[src/rtl/game_tracker_pkg.sv]
// Shared encodings and limits for the per-race measurement stage.
package game_tracker_pkg;

  typedef enum logic [1:0] {
    ST_SELECT    = 2'd0,
    ST_COUNTDOWN = 2'd1,
    ST_INGAME    = 2'd2,
    ST_FINISH    = 2'd3
  } ctrl_state_t;

  typedef enum logic [2:0] {
    T_IDLE,
    T_RUN,
    T_CALC_WPM,
    T_CALC_ACC,
    T_DONE
  } trk_state_t;

  localparam int unsigned DEF_TICKS_PER_SEC = 10;
  localparam int unsigned TIME_MIN  = 15;
  localparam int unsigned TIME_MAX  = 90;
  localparam int unsigned WORDS_MIN = 25;
  localparam int unsigned WORDS_MAX = 100;
  localparam int unsigned WPM_MAX   = 999;
  localparam int unsigned DIV_W     = 16;

endpackage

[src/rtl/game_tracker_seq_divider.sv]
// 16/16 unsigned restoring divider: one load cycle, then one quotient bit per tick.
module seq_divider
  import game_tracker_pkg::*;
(
  input  logic             clk_div,
  input  logic             rst,
  input  logic             clear,
  input  logic             start,
  input  logic [DIV_W-1:0] dividend,
  input  logic [DIV_W-1:0] divisor,
  output logic [DIV_W-1:0] quotient,
  output logic [DIV_W-1:0] remainder,
  output logic             busy,
  output logic             done
);

  logic [DIV_W-1:0] q_reg, r_reg, d_reg;
  logic [4:0]       cnt;
  logic             div_zero;
  logic [DIV_W:0]   shifted;
  logic             fits;

  always_comb begin
    shifted = {r_reg, q_reg[DIV_W-1]};
    fits    = (shifted >= {1'b0, d_reg});
  end

  always_ff @(posedge clk_div or posedge rst) begin
    if (rst) begin
      q_reg    <= '0;
      r_reg    <= '0;
      d_reg    <= '0;
      cnt      <= '0;
      div_zero <= 1'b0;
      busy     <= 1'b0;
      done     <= 1'b0;
    end else if (clear) begin
      cnt  <= '0;
      busy <= 1'b0;
      done <= 1'b0;
    end else if (start) begin
      q_reg    <= dividend;
      r_reg    <= '0;
      d_reg    <= divisor;
      div_zero <= (divisor == '0);
      cnt      <= 5'd16;
      busy     <= 1'b1;
      done     <= 1'b0;
    end else if (busy) begin
      if (fits) begin
        r_reg <= DIV_W'(shifted - {1'b0, d_reg});
        q_reg <= {q_reg[DIV_W-2:0], 1'b1};
      end else begin
        r_reg <= shifted[DIV_W-1:0];
        q_reg <= {q_reg[DIV_W-2:0], 1'b0};
      end
      cnt <= cnt - 5'd1;
      if (cnt == 5'd1) begin
        busy <= 1'b0;
        done <= 1'b1;
      end
    end else begin
      done <= 1'b0;
    end
  end

  assign quotient  = div_zero ? '0 : q_reg;
  assign remainder = div_zero ? '0 : r_reg;

endmodule

[src/rtl/game_tracker.sv]
// Per-race timing/word/keystroke counters and post-race WPM/accuracy computation.
module game_tracker
  import game_tracker_pkg::*;
#(
  parameter int unsigned TICKS_PER_SEC = DEF_TICKS_PER_SEC,
  parameter int unsigned CNT_W         = 10
) (
  input  logic       clk_div,
  input  logic       rst,
  input  logic [1:0] state,
  input  logic       mode,
  input  logic [6:0] value,
  input  logic       word_done,
  input  logic       char_ok,
  input  logic       char_err,
  output logic       finish,
  output logic [6:0] remaining,
  output logic [6:0] elapsed_s,
  output logic [6:0] words,
  output logic [9:0] wpm,
  output logic [6:0] accuracy,
  output logic       result_valid
);

  localparam int unsigned SUB_W = (TICKS_PER_SEC > 1) ? $clog2(TICKS_PER_SEC) : 1;
  localparam logic [CNT_W-1:0] CNT_MAX = '1;

  ctrl_state_t ctrl;
  trk_state_t  cur, nxt;

  logic [11:0]      ticks, ticks_n;
  logic [SUB_W-1:0] sub, sub_n;
  logic [6:0]       elapsed_n, words_n, target, base_n, rem_n;
  logic             mode_q;
  logic [CNT_W-1:0] ok_cnt, err_cnt, ok_n, err_n;
  logic             finish_n, counting, idle_hold;
  logic [15:0]      wpm_num, acc_num, acc_den;
  logic             div_start, div_busy, div_done;
  logic [15:0]      div_a, div_b, div_q;

  assign ctrl = ctrl_state_t'(state);

  // Next counter values; the finish test and the WPM operands both use these so
  // the first division can launch on the same tick the race ends.
  always_comb begin
    ticks_n   = (ticks == 12'hFFF) ? ticks : ticks + 12'd1;
    sub_n     = (sub == SUB_W'(TICKS_PER_SEC - 1)) ? '0 : sub + SUB_W'(1);
    elapsed_n = ((sub == SUB_W'(TICKS_PER_SEC - 1)) && (elapsed_s != 7'h7F))
                ? elapsed_s + 7'd1 : elapsed_s;
    words_n   = (word_done && (words != 7'h7F)) ? words + 7'd1 : words;
    ok_n      = (char_ok && (ok_cnt != CNT_MAX)) ? ok_cnt + 1'b1 : ok_cnt;
    err_n     = (char_err && (err_cnt != CNT_MAX)) ? err_cnt + 1'b1 : err_cnt;
    base_n    = mode_q ? words_n : elapsed_n;
    rem_n     = (target > base_n) ? target - base_n : '0;
    finish_n  = (base_n == target);
    wpm_num   = 16'(words_n) * 16'(60 * TICKS_PER_SEC);
    acc_num   = 16'(ok_cnt) * 16'd100;
    acc_den   = 16'(ok_cnt) + 16'(err_cnt);
  end

  always_ff @(posedge clk_div or posedge rst) begin
    if (rst) cur <= T_IDLE;
    else     cur <= nxt;
  end

  always_comb begin
    nxt = cur;
    if (ctrl == ST_SELECT) begin
      nxt = T_IDLE;
    end else begin
      case (cur)
        T_IDLE:     if (ctrl == ST_INGAME) nxt = finish_n ? T_CALC_WPM : T_RUN;
        T_RUN:      if (finish_n) nxt = T_CALC_WPM;
        T_CALC_WPM: if (div_done) nxt = T_CALC_ACC;
        T_CALC_ACC: if (div_done) nxt = T_DONE;
        default:    nxt = cur;
      endcase
    end
  end

  // The first INGAME tick already counts, so a race of N seconds ends on tick N*TICKS_PER_SEC.
  always_comb begin
    counting  = (ctrl != ST_SELECT) &&
                ((cur == T_RUN) || ((cur == T_IDLE) && (ctrl == ST_INGAME)));
    idle_hold = (cur == T_IDLE) && (ctrl != ST_INGAME);
    div_start = (counting && finish_n) ||
                ((cur == T_CALC_WPM) && div_done && (ctrl != ST_SELECT));
    div_a     = (cur == T_CALC_WPM) ? acc_num : wpm_num;
    div_b     = (cur == T_CALC_WPM) ? acc_den : 16'(ticks_n);
  end

  always_ff @(posedge clk_div or posedge rst) begin
    if (rst) begin
      target <= '0;
      mode_q <= 1'b0;
    end else if (ctrl == ST_SELECT) begin
      target <= '0;
      mode_q <= 1'b0;
    end else if ((cur == T_IDLE) && (ctrl == ST_COUNTDOWN)) begin
      target <= value;
      mode_q <= mode;
    end
  end

  always_ff @(posedge clk_div or posedge rst) begin
    if (rst) begin
      ticks        <= '0;
      sub          <= '0;
      elapsed_s    <= '0;
      words        <= '0;
      ok_cnt       <= '0;
      err_cnt      <= '0;
      finish       <= 1'b0;
      remaining    <= '0;
      wpm          <= '0;
      accuracy     <= '0;
      result_valid <= 1'b0;
    end else if ((ctrl == ST_SELECT) || idle_hold) begin
      ticks        <= '0;
      sub          <= '0;
      elapsed_s    <= '0;
      words        <= '0;
      ok_cnt       <= '0;
      err_cnt      <= '0;
      finish       <= 1'b0;
      remaining    <= '0;
      wpm          <= '0;
      accuracy     <= '0;
      result_valid <= 1'b0;
    end else begin
      if (counting) begin
        ticks     <= ticks_n;
        sub       <= sub_n;
        elapsed_s <= elapsed_n;
        words     <= words_n;
        ok_cnt    <= ok_n;
        err_cnt   <= err_n;
        finish    <= finish_n;
        remaining <= finish_n ? '0 : rem_n;
      end
      if ((cur == T_CALC_WPM) && div_done)
        wpm <= (div_q > 16'(WPM_MAX)) ? 10'(WPM_MAX) : div_q[9:0];
      if ((cur == T_CALC_ACC) && div_done) begin
        accuracy     <= (acc_den == '0) ? 7'd100 : div_q[6:0];
        result_valid <= 1'b1;
      end
    end
  end

  seq_divider u_div (
    .clk_div  (clk_div),
    .rst      (rst),
    .clear    (ctrl == ST_SELECT),
    .start    (div_start),
    .dividend (div_a),
    .divisor  (div_b),
    .quotient (div_q),
    .remainder(),
    .busy     (div_busy),
    .done     (div_done)
  );

endmodule

[config.mk]
export PLATFORM = sky130hd
export DESIGN_NAME = game_tracker
export DESIGN_NICKNAME = d
export VERILOG_FILES = /design/src/rtl/game_tracker_pkg.sv /design/src/rtl/game_tracker_seq_divider.sv /design/src/rtl/game_tracker.sv
export SDC_FILE = /design/constraint.sdc
export NUM_CORES = 1
export LEC_CHECK = 0
export BUFFER_PORTS_ARGS = -buffer_cell sky130_fd_sc_hd__buf_2
export CORE_MARGIN = 1
export CORE_UTILIZATION = 40
export CTS_BUF_LIST = sky130_fd_sc_hd__clkbuf_4
export CTS_CLUSTER_DIAMETER = 150
export DETAILED_ROUTE_END_ITERATION = 8
export HOLD_SLACK_MARGIN = 0.02
export PLACE_DENSITY_LB_ADDON = 0.1
export SYNTH_ARGS = -nofsm -noshare
export SYNTH_HDL_FRONTEND = slang
export SYNTH_SLANG_ARGS = --single-unit
[constraint.sdc]
create_clock -name clk_div -period 13.99 [get_ports clk_div]
set_input_delay 1.399 -clock clk_div [delete_from_list [all_inputs] [get_ports clk_div]]
set_output_delay 1.399 -clock clk_div [all_outputs]
set_load 0.02 [all_outputs]
==> impl_results.md <==
- Run status: complete, no violations
- Post-synth top cells: dfrtp_1 (139), o21ai_0 (107), nor2_1 (104), ha_1 (101), nand2_1 (97)
- Max_cap viols: 0
- DR WL/cell: 17.2 um
- Layout Nets: 1,321
- Vias in the first global route: 8,057
- Clock-pin slew on the worst setup and hold paths: 0.15 ns
- Power, Total: 0.00173 W
- Core ar.: 24,600 um^2
- Crit path arrival time: 5.71 ns
- Critical path fanouts, max: 6
- Mux share of post-synthesis cell area: 2.41%
- WS Path Type: in2reg
- Critical Path Source Type: input port
- CTS resizes: 0
- Pre-antenna DRT Iters: 5
- Synth Area in Simple Gates: 17.8%
- Buffers on Ports: 54
- Largest family of logic cells by synthesized area: compound AO/OA/AOI/OAI gates
- Deepest clock path buffer count: 2
- Synth area leader: dfrtp_1
- Post-Syn Nets: 1,286
- Most frequent cell after synthesis: dfrtp_1
- Yosys cell types: 71
- Worst Setup End Kind: flop
- Die Ht: 161 um
- Synth Area in Adders: 15.0%
- Mean Syn Cell Area: 8.78 um^2
- Post-synthesis sequential area ratio: 34.2%
- GP Congestion: 0.833
- Reg2Reg Setup Slack: 8.90 ns
- Worst-Margin Slew: 1.05 ns
- Post-DP HPWL: 19,500 um
- Final setup vio count: 0
- Max VDD drop: 0.0000746 V
- Max frequency: 192 MHz
- Hold-fix buffers at CTS: 0
- Starting Density: 41.3%
- Area contributors post-synth: dfrtp_1 (34%), ha_1 (12%), o21ai_0 (5.3%)
- Synth top area share: 34.2%
- Cell count after synthesis: 1,157
- First-pass GRT wire length: 43,200 um
- Share of layout cells above drive strength 1: 9.79%
- Initial drt markers: 466
- GR Overflow Total: 0
- Max Slew Vio Count: 0
- Initial antenna violation count: 1
- Worst hold path class: reg2reg
- Largest net degree at the start of global routing: 74
- Finished Core Util: 45.0%
- Final clock skew: 0.0340 ns
- Clk root buf: clkbuf_4
- Post-layout min period: 5.20 ns
- Synth Warn #: 0
- Die area: 26,000 um^2
- TritonCTS clock tree: yes
- CP Data Required Time: 14.50 ns
- Max_slew headroom: 29.9%
- Compound-gate portion of the synthesized area: 19.6%
- Pwr dens: 156 nW/um^2
- Layout Area Growth over Synthesis: 8.90%
- Tcrit/Tclk final: 37.2%
- Cts bufs inserted: 17
- Mapped cell area: 10,200 um^2
- Post-DRT Antenna Nets: 0
- FILL cells: 2,431
- Drc violations: 0
- Sink Count: 139
- Routed WL: 26,400 um
- Leakage: 5.46 nW
- Io pins: 55
- Post-DR vias/cell: 5.54
- RSZ-0062 raised after global routing: no
- Final hold viol count: 0
- Total track usage: 21.1%
- # rows: 57
- # Post-CTS Setup Buffers: 0
- Detailed-route via count: 8,472
- Xor/xnor share of the synthesized area: 5.95%
- Fin Setup TNS: 0 ns
- Die span in x: 161 um
- H-tree depth: 4
- Clock Latency Late Sink: 0.59 ns
- Ys flop type: dfrtp_1
- FF+latch count, synth: 139
- Asr flop ratio synth: 100%
- Number of synthesized flops with an enable pin: 0
==> metrics by stage <==
stage | instances | setup WS [ns] | hold WS (ns) | area, um^2
final | 1530 | 8.79 | 0.487 | 11100
after detailed placement | 1497 | 8.16 | 0.465 | 10700
after global routing | 1530 | 8.45 | 0.533 | 11100
after floorplan | 1157 | 8.48 | 0.450 | 10200
after CTS | 1529 | 8.83 | 0.496 | 11100
after global placement | 1497 | 8.23 | 0.460 | 10700
==> area by class of cell <==
class,instances,area [um^2],share of cell area [%]
flip-flops and latches,139,3480,31.4
clock buffers,17,128,1.15
diodes,1,2.50,0.0226
inverters,84,320,2.89
multi-input cells,884,6180,55.8
clock inverters,15,195,1.76
repair buffers,66,360,3.26
well taps,324,405,3.66
==> placed cells by master, fill, tap and decap left out, types with 5 or more instances in the layout <==
| cell | instances |
|---|---|
| a21oi_1 | 61 |
| nor2b_1 | 12 |
| and3_1 | 17 |
| xnor2_1 | 43 |
| inv_6 | 5 |
| inv_1 | 83 |
| nand2b_1 | 5 |
| inv_8 | 6 |
| buf_2 | 54 |
| and2_1 | 10 |
| fa_1 | 13 |
| or2_2 | 7 |
| o211ai_1 | 12 |
| mux2i_1 | 20 |
| ha_1 | 101 |
| buf_4 | 12 |
| nand2_1 | 97 |
| nor3_1 | 15 |
| nor4_1 | 5 |
| a31oi_1 | 10 |
| a22o_1 | 16 |
| or3_1 | 17 |
| nor2_1 | 104 |
| o21a_1 | 13 |
| a211oi_1 | 14 |
| o31ai_1 | 10 |
| nand4_1 | 12 |
| clkbuf_4 | 17 |
| and4_1 | 8 |
| nand3_1 | 38 |
| o31a_1 | 5 |
| o21ai_0 | 107 |
| a21o_1 | 11 |
| o21bai_1 | 5 |
| xor2_1 | 26 |
| dfrtp_1 | 139 |
==> cells by family after synthesis <==
group | count (synthesis)
xor gates and xnor gates | 69
adders and majority gates | 114
AOI/OAI and AO/OA | 310
muxes | 24
DFF | 139
and+or+nand+nor | 367
buffers and inverters | 134
==> layer usage <==
layer	GRT usage (%)	vias to the layer above	share of wire (%)
met5	0	-	0
met3	3.65	20	3.7
met2	33.0	138	45
li1	-	4209	-
met1	30.0	4105	50
met4	5.36	0	1.1
==> power by group <==
group	internal [W]	leakage (nW)	switching, W	total, W
registers	0.000493	1.86	0.000100	0.000593
clock network	0.000117	0.172	0.000191	0.000308
logic	0.000334	3.43	0.000494	0.000828
==> critical path, cell delays in order <==
cell and delay (ns):
buf_2 0.09, o31a_1 0.24, and4_1 0.34, nand3_1 0.12
xor2_1 0.31, inv_1 0.16, ha_1 0.33, ha_1 0.28
ha_1 0.27, inv_1 0.05, fa_1 0.52, inv_1 0.04
ha_1 0.33, o21a_1 0.14, a2111o_1 0.45, and3_1 0.18
nor3_1 0.16, a211oi_1 0.07, o31ai_1 0.23
==> final timing paths <==
check	from	to	cells after the start
min reg2reg	wpm[8]	wpm[8]	2
max	word_done	u_div.q_reg[12]	19
min	wpm[8]	wpm[8]	2
min in group asynchronous	rst	u_div.cnt[1]	2
max in group asynchronous	rst	ticks[5]	3
max reg2reg	words[0]	u_div.q_reg[12]	20
Note: power is estimated with default switching activity, not from simulation.
